File: src/rtl/if_id_stage.sv
// IF/ID pipeline register with load-use hazard detection, one-entry skid buffer and redirect flush.
// Optional IF_ID_STATS_EN adds saturating stall/flush counters.
module if_id_stage #(
  parameter int ISA_WIDTH      = 32,
  parameter int REG_ADDR_WIDTH = 5
) (
  input  logic                      clock,
  input  logic                      reset,
  input  logic [ISA_WIDTH-1:0]      if_instruction,
  input  logic [ISA_WIDTH-1:0]      if_pc_plus4,
  input  logic                      if_valid,
  input  logic                      redirect,
  input  logic                      ex_mem_read,
  input  logic [REG_ADDR_WIDTH-1:0] ex_rt,
  output logic [ISA_WIDTH-1:0]      id_instruction,
  output logic [ISA_WIDTH-1:0]      id_pc_plus4,
  output logic                      id_valid,
  output logic                      fetch_hold,
  output logic                      id_ex_bubble
`ifdef IF_ID_STATS_EN
  ,
  output logic [31:0]               stall_count,
  output logic [31:0]               flush_count
`endif
);

  typedef enum logic [1:0] {
    ST_EMPTY = 2'd0,
    ST_FULL  = 2'd1,
    ST_HOLD  = 2'd2
  } state_t;

  state_t                r_state;
  state_t                w_state_next;
  logic [ISA_WIDTH-1:0]  r_id_instr, w_id_instr_next;
  logic [ISA_WIDTH-1:0]  r_id_pc, w_id_pc_next;
  logic                  r_id_valid, w_id_valid_next;
  logic [ISA_WIDTH-1:0]  r_skid_instr, w_skid_instr_next;
  logic [ISA_WIDTH-1:0]  r_skid_pc, w_skid_pc_next;
  logic                  r_skid_valid, w_skid_valid_next;

  logic [5:0]                w_opcode;
  logic [REG_ADDR_WIDTH-1:0] w_rs;
  logic [REG_ADDR_WIDTH-1:0] w_rt;
  logic                      w_uses_rt;
  logic                      w_load_use;
  logic                      w_hold;

  // Hazard detection looks only at the ID register, never at the incoming fetch word.
  assign w_opcode   = r_id_instr[31:26];
  assign w_rs       = r_id_instr[21 +: REG_ADDR_WIDTH];
  assign w_rt       = r_id_instr[16 +: REG_ADDR_WIDTH];
  assign w_uses_rt  = (w_opcode == 6'b000000) || (w_opcode == 6'b000100) ||
                      (w_opcode == 6'b000101) || (w_opcode == 6'b101011);
  assign w_load_use = r_id_valid && ex_mem_read && (ex_rt != '0) &&
                      ((ex_rt == w_rs) || (w_uses_rt && (ex_rt == w_rt)));
  assign w_hold     = w_load_use && !redirect && !reset;

  assign fetch_hold     = w_hold;
  assign id_ex_bubble   = w_hold;
  assign id_instruction = r_id_instr;
  assign id_pc_plus4    = r_id_pc;
  assign id_valid       = r_id_valid;

  always_comb begin
    w_state_next      = r_state;
    w_id_instr_next   = r_id_instr;
    w_id_pc_next      = r_id_pc;
    w_id_valid_next   = r_id_valid;
    w_skid_instr_next = r_skid_instr;
    w_skid_pc_next    = r_skid_pc;
    w_skid_valid_next = r_skid_valid;

    if (redirect) begin
      w_id_valid_next   = 1'b0;
      w_id_instr_next   = '0;
      w_skid_valid_next = 1'b0;
      w_state_next      = ST_EMPTY;
    end else begin
      case (r_state)
        ST_EMPTY: begin
          w_id_instr_next = if_instruction;
          w_id_pc_next    = if_pc_plus4;
          w_id_valid_next = if_valid;
          w_state_next    = if_valid ? ST_FULL : ST_EMPTY;
        end
        ST_FULL: begin
          if (w_load_use) begin
            // The word fetched during the stall would otherwise be lost.
            if (if_valid) begin
              w_skid_instr_next = if_instruction;
              w_skid_pc_next    = if_pc_plus4;
              w_skid_valid_next = 1'b1;
              w_state_next      = ST_HOLD;
            end
          end else begin
            w_id_instr_next = if_instruction;
            w_id_pc_next    = if_pc_plus4;
            w_id_valid_next = if_valid;
            w_state_next    = if_valid ? ST_FULL : ST_EMPTY;
          end
        end
        ST_HOLD: begin
          if (!w_load_use) begin
            w_id_instr_next   = r_skid_instr;
            w_id_pc_next      = r_skid_pc;
            w_id_valid_next   = 1'b1;
            w_skid_valid_next = 1'b0;
            w_state_next      = ST_FULL;
          end
        end
        default: begin
          w_id_valid_next   = 1'b0;
          w_skid_valid_next = 1'b0;
          w_state_next      = ST_EMPTY;
        end
      endcase
    end
  end

  always_ff @(posedge clock) begin
    if (reset) begin
      r_state      <= ST_EMPTY;
      r_id_instr   <= '0;
      r_id_pc      <= '0;
      r_id_valid   <= 1'b0;
      r_skid_instr <= '0;
      r_skid_pc    <= '0;
      r_skid_valid <= 1'b0;
    end else begin
      r_state      <= w_state_next;
      r_id_instr   <= w_id_instr_next;
      r_id_pc      <= w_id_pc_next;
      r_id_valid   <= w_id_valid_next;
      r_skid_instr <= w_skid_instr_next;
      r_skid_pc    <= w_skid_pc_next;
      r_skid_valid <= w_skid_valid_next;
    end
  end

`ifdef IF_ID_STATS_EN
  logic [31:0] r_stall_count;
  logic [31:0] r_flush_count;

  // Flushes are counted only when live work is actually discarded.
  always_ff @(posedge clock) begin
    if (reset) begin
      r_stall_count <= '0;
      r_flush_count <= '0;
    end else begin
      if (w_hold && (r_stall_count != 32'hFFFF_FFFF))
        r_stall_count <= r_stall_count + 32'd1;
      if (redirect && (r_id_valid || r_skid_valid) && (r_flush_count != 32'hFFFF_FFFF))
        r_flush_count <= r_flush_count + 32'd1;
    end
  end

  assign stall_count = r_stall_count;
  assign flush_count = r_flush_count;
`endif

endmodule
File: config.mk
export PLATFORM = sky130hd
export DESIGN_NAME = if_id_stage
export DESIGN_NICKNAME = d
export VERILOG_FILES = /design/src/rtl/if_id_stage.sv
export SDC_FILE = /design/constraint.sdc
export NUM_CORES = 1
export LEC_CHECK = 0
export ABC_AREA = 0
export CORE_ASPECT_RATIO = 0.6
export CORE_UTILIZATION = 40
export CTS_CLUSTER_DIAMETER = 60
export DETAILED_ROUTE_END_ITERATION = 10
export DONT_BUFFER_PORTS = 1
export SLEW_MARGIN = 25
export SYNTH_ARGS = -nofsm -noshare
export SYNTH_HDL_FRONTEND = slang
export SYNTH_SLANG_ARGS = --single-unit
File: constraint.sdc
create_clock -name clock -period 2.5 [get_ports clock]
set_input_delay 0.5 -clock clock [delete_from_list [all_inputs] [get_ports clock]]
set_output_delay 0.5 -clock clock [all_outputs]
set_load 0.02 [all_outputs]
==> qor.yml, run 1 <==
fmax_mhz: 403
grt_max_degree: 98
setup_viol: 0
clock_skew_ns: 0.00927
slew_headroom_pct: 57.5
core_sq_um: 14000
floorplan.initialDensity_pct: 42.1
postSynthNetCount: 765
syn_inst: 691
p_per_area_nw_per_um2: 711
cts_tree: "yes"
synth-main-ff-cell: "dfxtp_1"
final_cell_count_no_fill: 900
path_class: "in -> out"
die_h_microns: 96.1
final_nets: 769
endpoint_kind: "output port"
synth_top_area_share_pct: 44.4
ios: 141
dieArea_sq_um: 15300
final_core_util_pct: 50.0
grt_pass1_wl_microns: 25600
diodes: 0
routed_wl_microns: 16200
tns_ns: 0
maxSlewViolCount: 0
synth-edff-count: 0
gp_congestion: 0.839
p_leak_nw: 2.82
period_minus_slack_ns: 2.48
insertion_delay_ns: 0.41
yosys-top-cells-count: "nand2_1, dfxtp_1, a21oi_1"
ys_ff_latch: 131
grt_pass1_vias: 4861
num_rows: 33
synthArstFlopShare_pct: 0
syn-cell-area_sq_um: 5910
dpl.hpwl_microns: 10600
gr-total-overflow: 0
dp_cells: 867
grt_usage_pct: 21.6
startpoint_type: "primary input"
yosys.area.top_type: "dfxtp_1"
drc: 0
syn2layout_area_growth_pct: 18.8
wire_per_inst_microns: 18.1
cts_max_path_buffers: 2
dr.first_iter.drc_count: 350
die_x_microns: 159
place_ws_ns: -0.130
final_antenna_net_count: 0
synth.area.top_cells: "dfxtp_1, a21oi_1, nand2_1"
setup_ws_ns: 0.0205
tightest_slew_ns: 0.637
first_pass_iters: 5
hold-worst-slack_ns: 0.165
cp.arrival_ns: 1.98
crit_fanout: 5
grt_antenna_before_repair: 0
ctsHoldBuffers: 0
ys_seq_area_share_pct: 44.4
fin_crit_sh_pct: 99.2
routed_via_density: 5.61
critPathRequiredTime_ns: 2.00
cts-root-buf: "clkbuf_16"
peakVddDrop_mv: 0.319
synth.distinct_cells: 40
drive_above_1_share_pct: 17.4
dpl_cell_area_sq_um: 6390
drv_cap: 0
regArea_sq_um: 2620
hold_path.class: "in -> reg"
hold_viol: 0
nFillCells: 1296
grt_setup_unrepaired: "true"
synth_most_common_cell: "nand2_1"
fin_area_sq_um: 7020
numCtsBuffers: 17
portBuffers: 0
finalPower_mw: 4.99
outcome: "finished, final reports clean"
clkSlewWorstSetupHoldPaths_ns: 0.06
vias: 5052
multi_input_area_sq_um: 2950
yosysWarnings: 0
cts_sinks: 131
htree_levels: 4
syn_avg_cell_area_sq_um: 8.55
-- where the power goes --
part           internal [mW]  switching (mW)  total [mW]
logic                  0.118           0.143       0.261
clock network           1.55           0.941        2.49
registers               2.15          0.0965        2.24
-- final timing paths --
path / startpoint / depth (start not counted) / slack (ns) / end
setup / recovery: ex_rt[1] / 7 / 0.02 / fetch_hold
hold / removal: reset / 1 / 0.16 / r_skid_pc[0]
setup reg to reg: id_instruction[17] / 9 / 0.15 / id_instruction[29]
hold reg to reg: r_skid_pc[21] / 2 / 0.44 / r_skid_pc[21]
-- kinds of logic after synthesis --
family	Yosys count	synth area share, %
AOI/OAI and AO/OA	208	26.4
and+or+nand+nor	215	15.1
buffers and inverters	92	6.67
muxes	35	5.93
xor gates and xnor gates	10	1.48
DFF	131	44.4
-- what timing repair did --
action | in CTS | in global routing
resized for setup | 7 | 1
setup buffers | 2 | 0
pin swaps | 3 | 1
endpoints found under the hold margin | 0 | 0
endpoints found under the setup margin | 2 | 10
-- state kept, by name (all words and copies together) (netlist names) --
name / cells
id_pc_plus4: 32
r_skid_instr: 32
r_state: 2
id_valid: 1
id_instruction: 32
r_skid_pc: 32
-- layer usage --
layer / track usage [%] / vias up / routed length (microns)
li1: - / 2421 / -
met1: 28.0 / 2451 / 7560
met2: 32.6 / 170 / 7120
met3: 8.79 / 10 / 1440
met4: 6.81 / 0 / 124
met5: 0 / - / 0
-- layout by cell type (no fill, tap or decap), types with 2 or more instances in the layout --
cell        instances
clkinv_2            3
bufinv_16           2
inv_1              32
clkbuf_16          17
or3_1               2
clkinvlp_4          5
xnor2_1             2
nor3_1             31
nor2_4              2
a2111oi_1           2
buf_12             12
mux2i_1            35
dfxtp_1           130
o21a_1             11
nand3_1             4
xor2_1              8
o211a_1            22
nand2_1           150
buf_4              33
nor3_2              3
nor2_1             12
clkbuf_8            3
a2111oi_2          28
a211oi_1           15
a21oi_1           118
and4_4              2
-- critical path, stage by stage --
cell     delay (ns)
or4_1          0.57
o211a_1        0.26
and4_4         0.18
buf_4          0.14
nor2_4         0.13
nor2_4         0.06
buf_12         0.14
-- cell type report --
type                    instances  share of cell area (%)
repair buffers                 45                    6.95
clock buffers                  20                    6.65
well taps                     192                    3.42
multi-input cells             468                    42.1
flip-flops and latches        131                    37.4
clock inverters                12                    1.85
inverters                      32                    1.71
No activity file was read; power rests on OpenSTA's default activity.
==> inputs of run 2 (changes only) <==
CORE_ASPECT_RATIO = 0.5   (was 0.6)
CTS_CLUSTER_DIAMETER = 50   (was 60)
==> run 2 against run 1 <==
  * Utilization grew 0.072 points
  * Count of clock-buffer cells in the layout grew 1
  * Flip-flop and latch count is the same
  * Clock skew grew 0.0016 ns
  * Combinational power shrank 6%
  * First-iteration DRC count shrank 29%
  * Critical path depth shrank 1
  * Non-clock buffer count shrank 4
  * Die area is essentially flat
  * Largest cell class unchanged
  * Highest routed layer unchanged
==> qor.yml, run 2 (synthesized netlist as in run 1, its figures left out) <==
final_antenna_net_count: 0  # unchanged
cts_sinks: 131  # unchanged
comb_power_share_pct: 4.9  # was 5.2%
fmax_mhz: 409  # was 403 MHz
insertion_delay_ns: 0.41  # about the same
peakVddDrop_mv: 0.430  # was 0.319 mV
syn2layout_area_growth_pct: 18.4  # was 18.8%
num_rows: 30  # was 33
fin_crit_sh_pct: 97.9  # was 99.2%
dpl_cell_area_sq_um: 6360  # was 6390 sq um
ios: 141  # unchanged
portBuffers: 0  # unchanged
clock_skew_ns: 0.0108  # was 0.00927 ns
vias: 4916  # was 5052
internal-power_mw: 3.78  # was 3.81 mW
grt_antenna_before_repair: 0  # unchanged
wire_per_inst_microns: 17.6  # was 18.1 microns
gp_congestion: 0.784  # was 0.839
most-common-layout-cells: "nand2_1, dfxtp_1, a21oi_1"  # unchanged
hold_path.class: "in -> reg"  # unchanged
grt_pass1_vias: 4802  # was 4861
die_h_microns: 87.9  # was 96.1 microns
sw_frac_of_total_pct: 24.1  # was 23.7%
gr-total-overflow: 0  # unchanged
first_pass_iters: 4  # was 5
clock_power_share_pct: 50.1  # was 49.8%
clkSlewWorstSetupHoldPaths_ns: 0.06  # about the same
floorplan.initialDensity_pct: 42.3  # was 42.1%
p_leak_nw: 2.79  # was 2.82 nW
fin_area_sq_um: 6990  # was 7020 sq um
slew_headroom_pct: 60.3  # was 57.5%
finalPower_mw: 4.99  # about the same
dpl.hpwl_microns: 9900  # was 10600 microns
p_switching_mw: 1.20  # was 1.18 mW
share_seq_of_total_power_pct: 45.0  # was 44.9%
p_per_area_nw_per_um2: 713  # was 711 nW/um^2
grt_setup_unrepaired: "true"  # unchanged
critPathRequiredTime_ns: 2.00  # about the same
die_x_microns: 174  # was 159 microns
endpoint_kind: "output port"  # unchanged
grt_pass1_wl_microns: 25400  # was 25600 microns
drive_above_1_share_pct: 16.9  # was 17.4%
final_common_cell: "nand2_1"  # unchanged
routed_via_density: 5.49  # was 5.61
final_nets: 765  # was 769
maxSlewViolCount: 0  # unchanged
period_minus_slack_ns: 2.45  # was 2.48 ns
dr.first_iter.drc_count: 247  # was 350
path_class: "reg -> out"  # was in -> out
cp.arrival_ns: 1.95  # was 1.98 ns
cts_tree: "yes"  # unchanged
cts-root-buf: "clkbuf_16"  # unchanged
outcome: "finished, final reports clean"  # unchanged
tns_ns: 0  # unchanged
drv_cap: 0  # unchanged
dieArea_sq_um: 15300  # about the same
cts_max_path_buffers: 2  # unchanged
nFillCells: 1305  # was 1296
core_sq_um: 14000  # about the same
numCtsBuffers: 17  # unchanged
crit_fanout: 3  # was 5
grt_max_degree: 98  # unchanged
htree_levels: 4  # unchanged
final_cell_count_no_fill: 896  # was 900
hold_viol: 0  # unchanged
drc: 0  # unchanged
routed_wl_microns: 15800  # was 16200 microns
startpoint_type: "register"  # was primary input
setup_viol: 0  # unchanged
tightest_slew_ns: 0.595  # was 0.637 ns
hold-worst-slack_ns: 0.176  # was 0.165 ns
dp_cells: 863  # was 867
grt_usage_pct: 21.1  # was 21.6%
diodes: 0  # unchanged
==> run 2: layout make-up <==
type                       instances  area (sq um)  area share, %
clock buffer                      21           460           6.58
clock inverter                    11           129           1.84
inverter                          32           120           1.72
multi-input combinational        468          2960           42.3
sequential                       131          2630           37.6
tap                              192           240           3.43
timing repair buffer              41           458           6.55
==> run 2: critical path: stages, from the launching register on <==
cell and delay (ns):
dfxtp_1 0.33, or3_1 0.36, mux2i_2 0.25, and4_4 0.29, nor2_4 0.05, nor2_4 0.13
buf_12 0.14
==> run 2: layer usage <==
metal  GRT usage [%]  wire, microns
met5               0              0
met4            7.02            161
met3            6.81           1050
met2            35.4           7470
met1            26.0           7110
==> run 2: what timing repair did <==
item	in CTS	in global routing
hold buffers	0	0
setup buffers	1	0
setup endpoints to repair	2	2
pin swaps	1	3
resized for setup	6	4
==> run 2: power groups by stage <==
stage	combinational [mW]	clock (mW)	sequential (mW)
5_1_grt	0.269	2.65	2.25
2_1_floorplan	0.190	0	2.29
3_3_place_gp	0.236	0	2.29
6_report	0.245	2.50	2.25
4_1_cts	0.246	2.55	2.25
3_5_place_dp	0.242	0	2.29
==> run 2: stage by stage <==
stage / utilization (%) / worst slack [ns]
2_1_floorplan: - / 0.00327
3_3_place_gp: 45.6 / -0.0519
3_5_place_dp: 45.6 / -0.127
4_1_cts: 50.0 / 0.0197
5_1_grt: 50.1 / -0.0419
6_report: 50.1 / 0.0537
==> run 2: final timing paths <==
path                              to  slack [ns]  cells past startpoint               start
setup / recovery        id_ex_bubble        0.05                      6  id_instruction[31]
hold / removal       r_skid_instr[7]        0.18                      1               reset
setup reg to reg  id_instruction[28]        0.18                      8  id_instruction[31]
hold reg to reg        r_skid_pc[30]        0.44                      2       r_skid_pc[30]
==> inputs of run 3 (changes only) <==
ABC_AREA = 1   (was 0)
CAP_MARGIN = 20   (was default)
RECOVER_POWER = 50   (was default)
==> run 3 against run 2 <==
  * First-iteration DRC count grew 28%
  * Die area up 3.1%
  * Sequential share of layout area is 0.54 points higher
  * Count of clock-buffer cells in the layout is 3 lower
  * Routed wire length fell by 9.9%
  * Critical path depth is 3 higher
  * Synthesized area increased by 3.2%
  * Clock skew is 0.0021 ns lower
  * Clock power up 9.6%
  * Critical path type unchanged
  * Cell count rose by 30%
  * Highest routed layer unchanged
  * Non-clock buffer count down 22
  * Register-to-register slack improved by 0.13 ns
==> qor.yml, run 3 <==
final_common_cell: "nand2_1"  # unchanged
crit_family: "simple AND/OR/NAND/NOR gates"  # unchanged
slew_headroom_pct: 63.3  # was 60.3%
ys_ff_latch: 131  # unchanged
dr.first_iter.drc_count: 317  # was 247
hold_viol: 0  # unchanged
htree_levels: 4  # unchanged
cts_max_path_buffers: 2  # unchanged
setup_ws_ns: 0.206  # was 0.0537 ns
drv_cap: 0  # unchanged
slowest_stage: "dfxtp_1"  # was or3_1
fin_crit_sh_pct: 91.8  # was 97.9%
hold_end: "r_skid_pc[4]"  # was r_skid_instr[7]
wire_per_inst_microns: 12.2  # was 17.6 microns
nFillCells: 1531  # was 1305
grt_usage_pct: 18.4  # was 21.1%
peakVddDrop_mv: 0.427  # was 0.430 mV
place_ws_ns: 0.373  # was -0.127 ns
synth-edff-count: 0  # unchanged
postSynthNetCount: 1050  # was 765
routed_via_density: 4.57  # was 5.49
drc: 0  # unchanged
maxSlewViolCount: 0  # unchanged
grt_antenna_before_repair: 0  # unchanged
hold-worst-slack_ns: 0.228  # was 0.176 ns
vias: 5348  # was 4916
gr-total-overflow: 0  # unchanged
synth-main-ff-cell: "dfxtp_1"  # unchanged
startpoint_type: "register"  # unchanged
yosys-top-cells-count: "nand2_1, nor2_1, dfxtp_1"  # was nand2_1, dfxtp_1, a21oi_1
worstReg2RegStart: "id_instruction[21]"  # was id_instruction[31]
final_nets: 1032  # was 765
portBuffers: 0  # unchanged
die_h_microns: 89.3  # was 87.9 microns
grt_max_degree: 105  # was 98
syn2layout_area_growth_pct: 13.1  # was 18.4%
yosys.area.top_type: "dfxtp_1"  # unchanged
cts_sinks: 131  # unchanged
rr_endpoint: "id_pc_plus4[13]"  # was id_instruction[28]
dp_cells: 1137  # was 863
path_cells: "inv_1, nand2_1, nand2_1, nor2_1, nand3_1, o21ai_2, nand2_1, nor2_1, buf_4"  # was or3_1, mux2i_2, and4_4, nor2_4, nor2_4, buf_12
tightest_slew_ns: 0.549  # was 0.595 ns
max_stage_delay_ns: 0.49  # was 0.36 ns
setup_viol: 0  # unchanged
num_rows: 31  # was 30
cts-resized-gates: 0  # was 6
post-cts-setup-buffer-count: 0  # was 1
p_per_area_nw_per_um2: 761  # was 713 nW/um^2
path_class: "reg -> out"  # unchanged
dpl.hpwl_microns: 9120  # was 9900 microns
first_pass_iters: 4  # unchanged
r2r_setup_slack_ns: 0.31  # was 0.18 ns
numCtsBuffers: 17  # unchanged
multi_input_area_sq_um: 2740  # was 2960 sq um
outcome: "finished, final reports clean"  # unchanged
cp_common_cell: "nand2_1"  # was nor2_4
endpoint_kind: "output port"  # unchanged
routed_wl_microns: 14200  # was 15800 microns
yosysWarnings: 0  # unchanged
floorplan.initialDensity_pct: 41.6  # was 42.3%
ys_seq_area_share_pct: 43.0  # was 44.4%
gp_congestion: 0.795  # was 0.784
drive_above_1_share_pct: 6.18  # was 16.9%
synthArstFlopShare_pct: 0  # unchanged
ios: 141  # unchanged
grt_pass1_wl_microns: 22900  # was 25400 microns
dieArea_sq_um: 15800  # was 15300 sq um
grt_setup_unrepaired: "false"  # was true
hold_path.class: "in -> reg"  # unchanged
most-common-layout-cells: "nand2_1, nor2_1, dfxtp_1"  # was nand2_1, dfxtp_1, a21oi_1
tns_ns: 0  # unchanged
whs_path_depth: 2  # was 1
fmax_mhz: 436  # was 409 MHz
core_sq_um: 14700  # was 14000 sq um
clkSlewWorstSetupHoldPaths_ns: 0.06  # about the same
clock_skew_ns: 0.00870  # was 0.0108 ns
min_from: "if_pc_plus4[4]"  # was reset
grt_pass1_vias: 4711  # was 4802
cp.arrival_ns: 1.79  # was 1.95 ns
p_leak_nw: 3.59  # was 2.79 nW
insertion_delay_ns: 0.41  # about the same
period_minus_slack_ns: 2.29  # was 2.45 ns
crit_fanout: 4  # was 3
syn_avg_cell_area_sq_um: 6.25  # was 8.55 sq um
syn-cell-area_sq_um: 6100  # was 5910 sq um
worst-path-buf-inv: 2  # was 1
synth_top_area_share_pct: 43.0  # was 44.4%
cts_tree: "yes"  # unchanged
synth_most_common_cell: "nand2_1"  # unchanged
synth.area.top_cells: "dfxtp_1, nand2_1, nor2_1"  # was dfxtp_1, a21oi_1, nand2_1
r2r_cells: 9  # was 8
synth.distinct_cells: 22  # was 40
finalPower_mw: 5.25  # was 4.99 mW
critPathRequiredTime_ns: 2.00  # about the same
cts-root-buf: "clkbuf_16"  # unchanged
die_x_microns: 177  # was 174 microns
final_antenna_net_count: 0  # unchanged
ctsHoldBuffers: 0  # unchanged
final_cell_count_no_fill: 1169  # was 896
regArea_sq_um: 2630  # unchanged
diodes: 0  # unchanged
syn_inst: 976  # was 691
-- run 3: final cells by class --
type	count	share of cell area [%]
clock inverters	14	3.05
clock buffers	18	6.37
inverters	119	6.51
multi-input cells	670	39.7
repair buffers	19	2.67
flip-flops and latches	131	38.1
well taps	198	3.59
-- run 3: how the worst max path moves through the flow --
stage / to / cells past startpoint / start / slack (ns)
2_1_floorplan: id_ex_bubble / 5 / redirect / 0.42
3_3_place_gp: r_skid_instr[30] / 13 / ex_rt[1] / 0.42
3_5_place_dp: r_skid_pc[13] / 12 / id_instruction[26] / 0.37
4_1_cts: fetch_hold / 9 / id_instruction[26] / 0.07
5_1_grt: id_pc_plus4[22] / 12 / id_instruction[23] / 0.03
6_report: fetch_hold / 9 / id_instruction[23] / 0.21
-- run 3: layer usage --
layer  part of all wire [%]  track usage [%]
met1                     47             22.9
met2                     45             30.3
met3                    7.3             6.59
met4                   0.67             5.41
met5                      0                0
-- run 3: logic make-up (layout without fill, tap and decap cells) --
logic type / Yosys count / count (layout) / synth area share [%]
compound gates: 101 / 101 / 8.43
simple gates: 565 / 565 / 35.9
xor+xnor: 4 / 4 / 0.575
buf+inv: 175 / 170 / 12.1
flops: 131 / 131 / 43.0
-- run 3: power breakdown --
part / leakage (nW) / switching (mW) / internal [mW]
Sequential: 1.07 / 0.111 / 2.15
Combinational: 2.21 / 0.148 / 0.0949
Clock: 0.312 / 0.952 / 1.79
Total: 3.59 / 1.21 / 4.04
-- run 3: stage by stage --
stage / instance area, sq um / util [%]
global route: 6900 / 47.0
finish: 6900 / 47.0
CTS: 6920 / 47.2
detailed placement: 6270 / 42.8
floorplan: 6100 / -
global placement: 6270 / 42.8
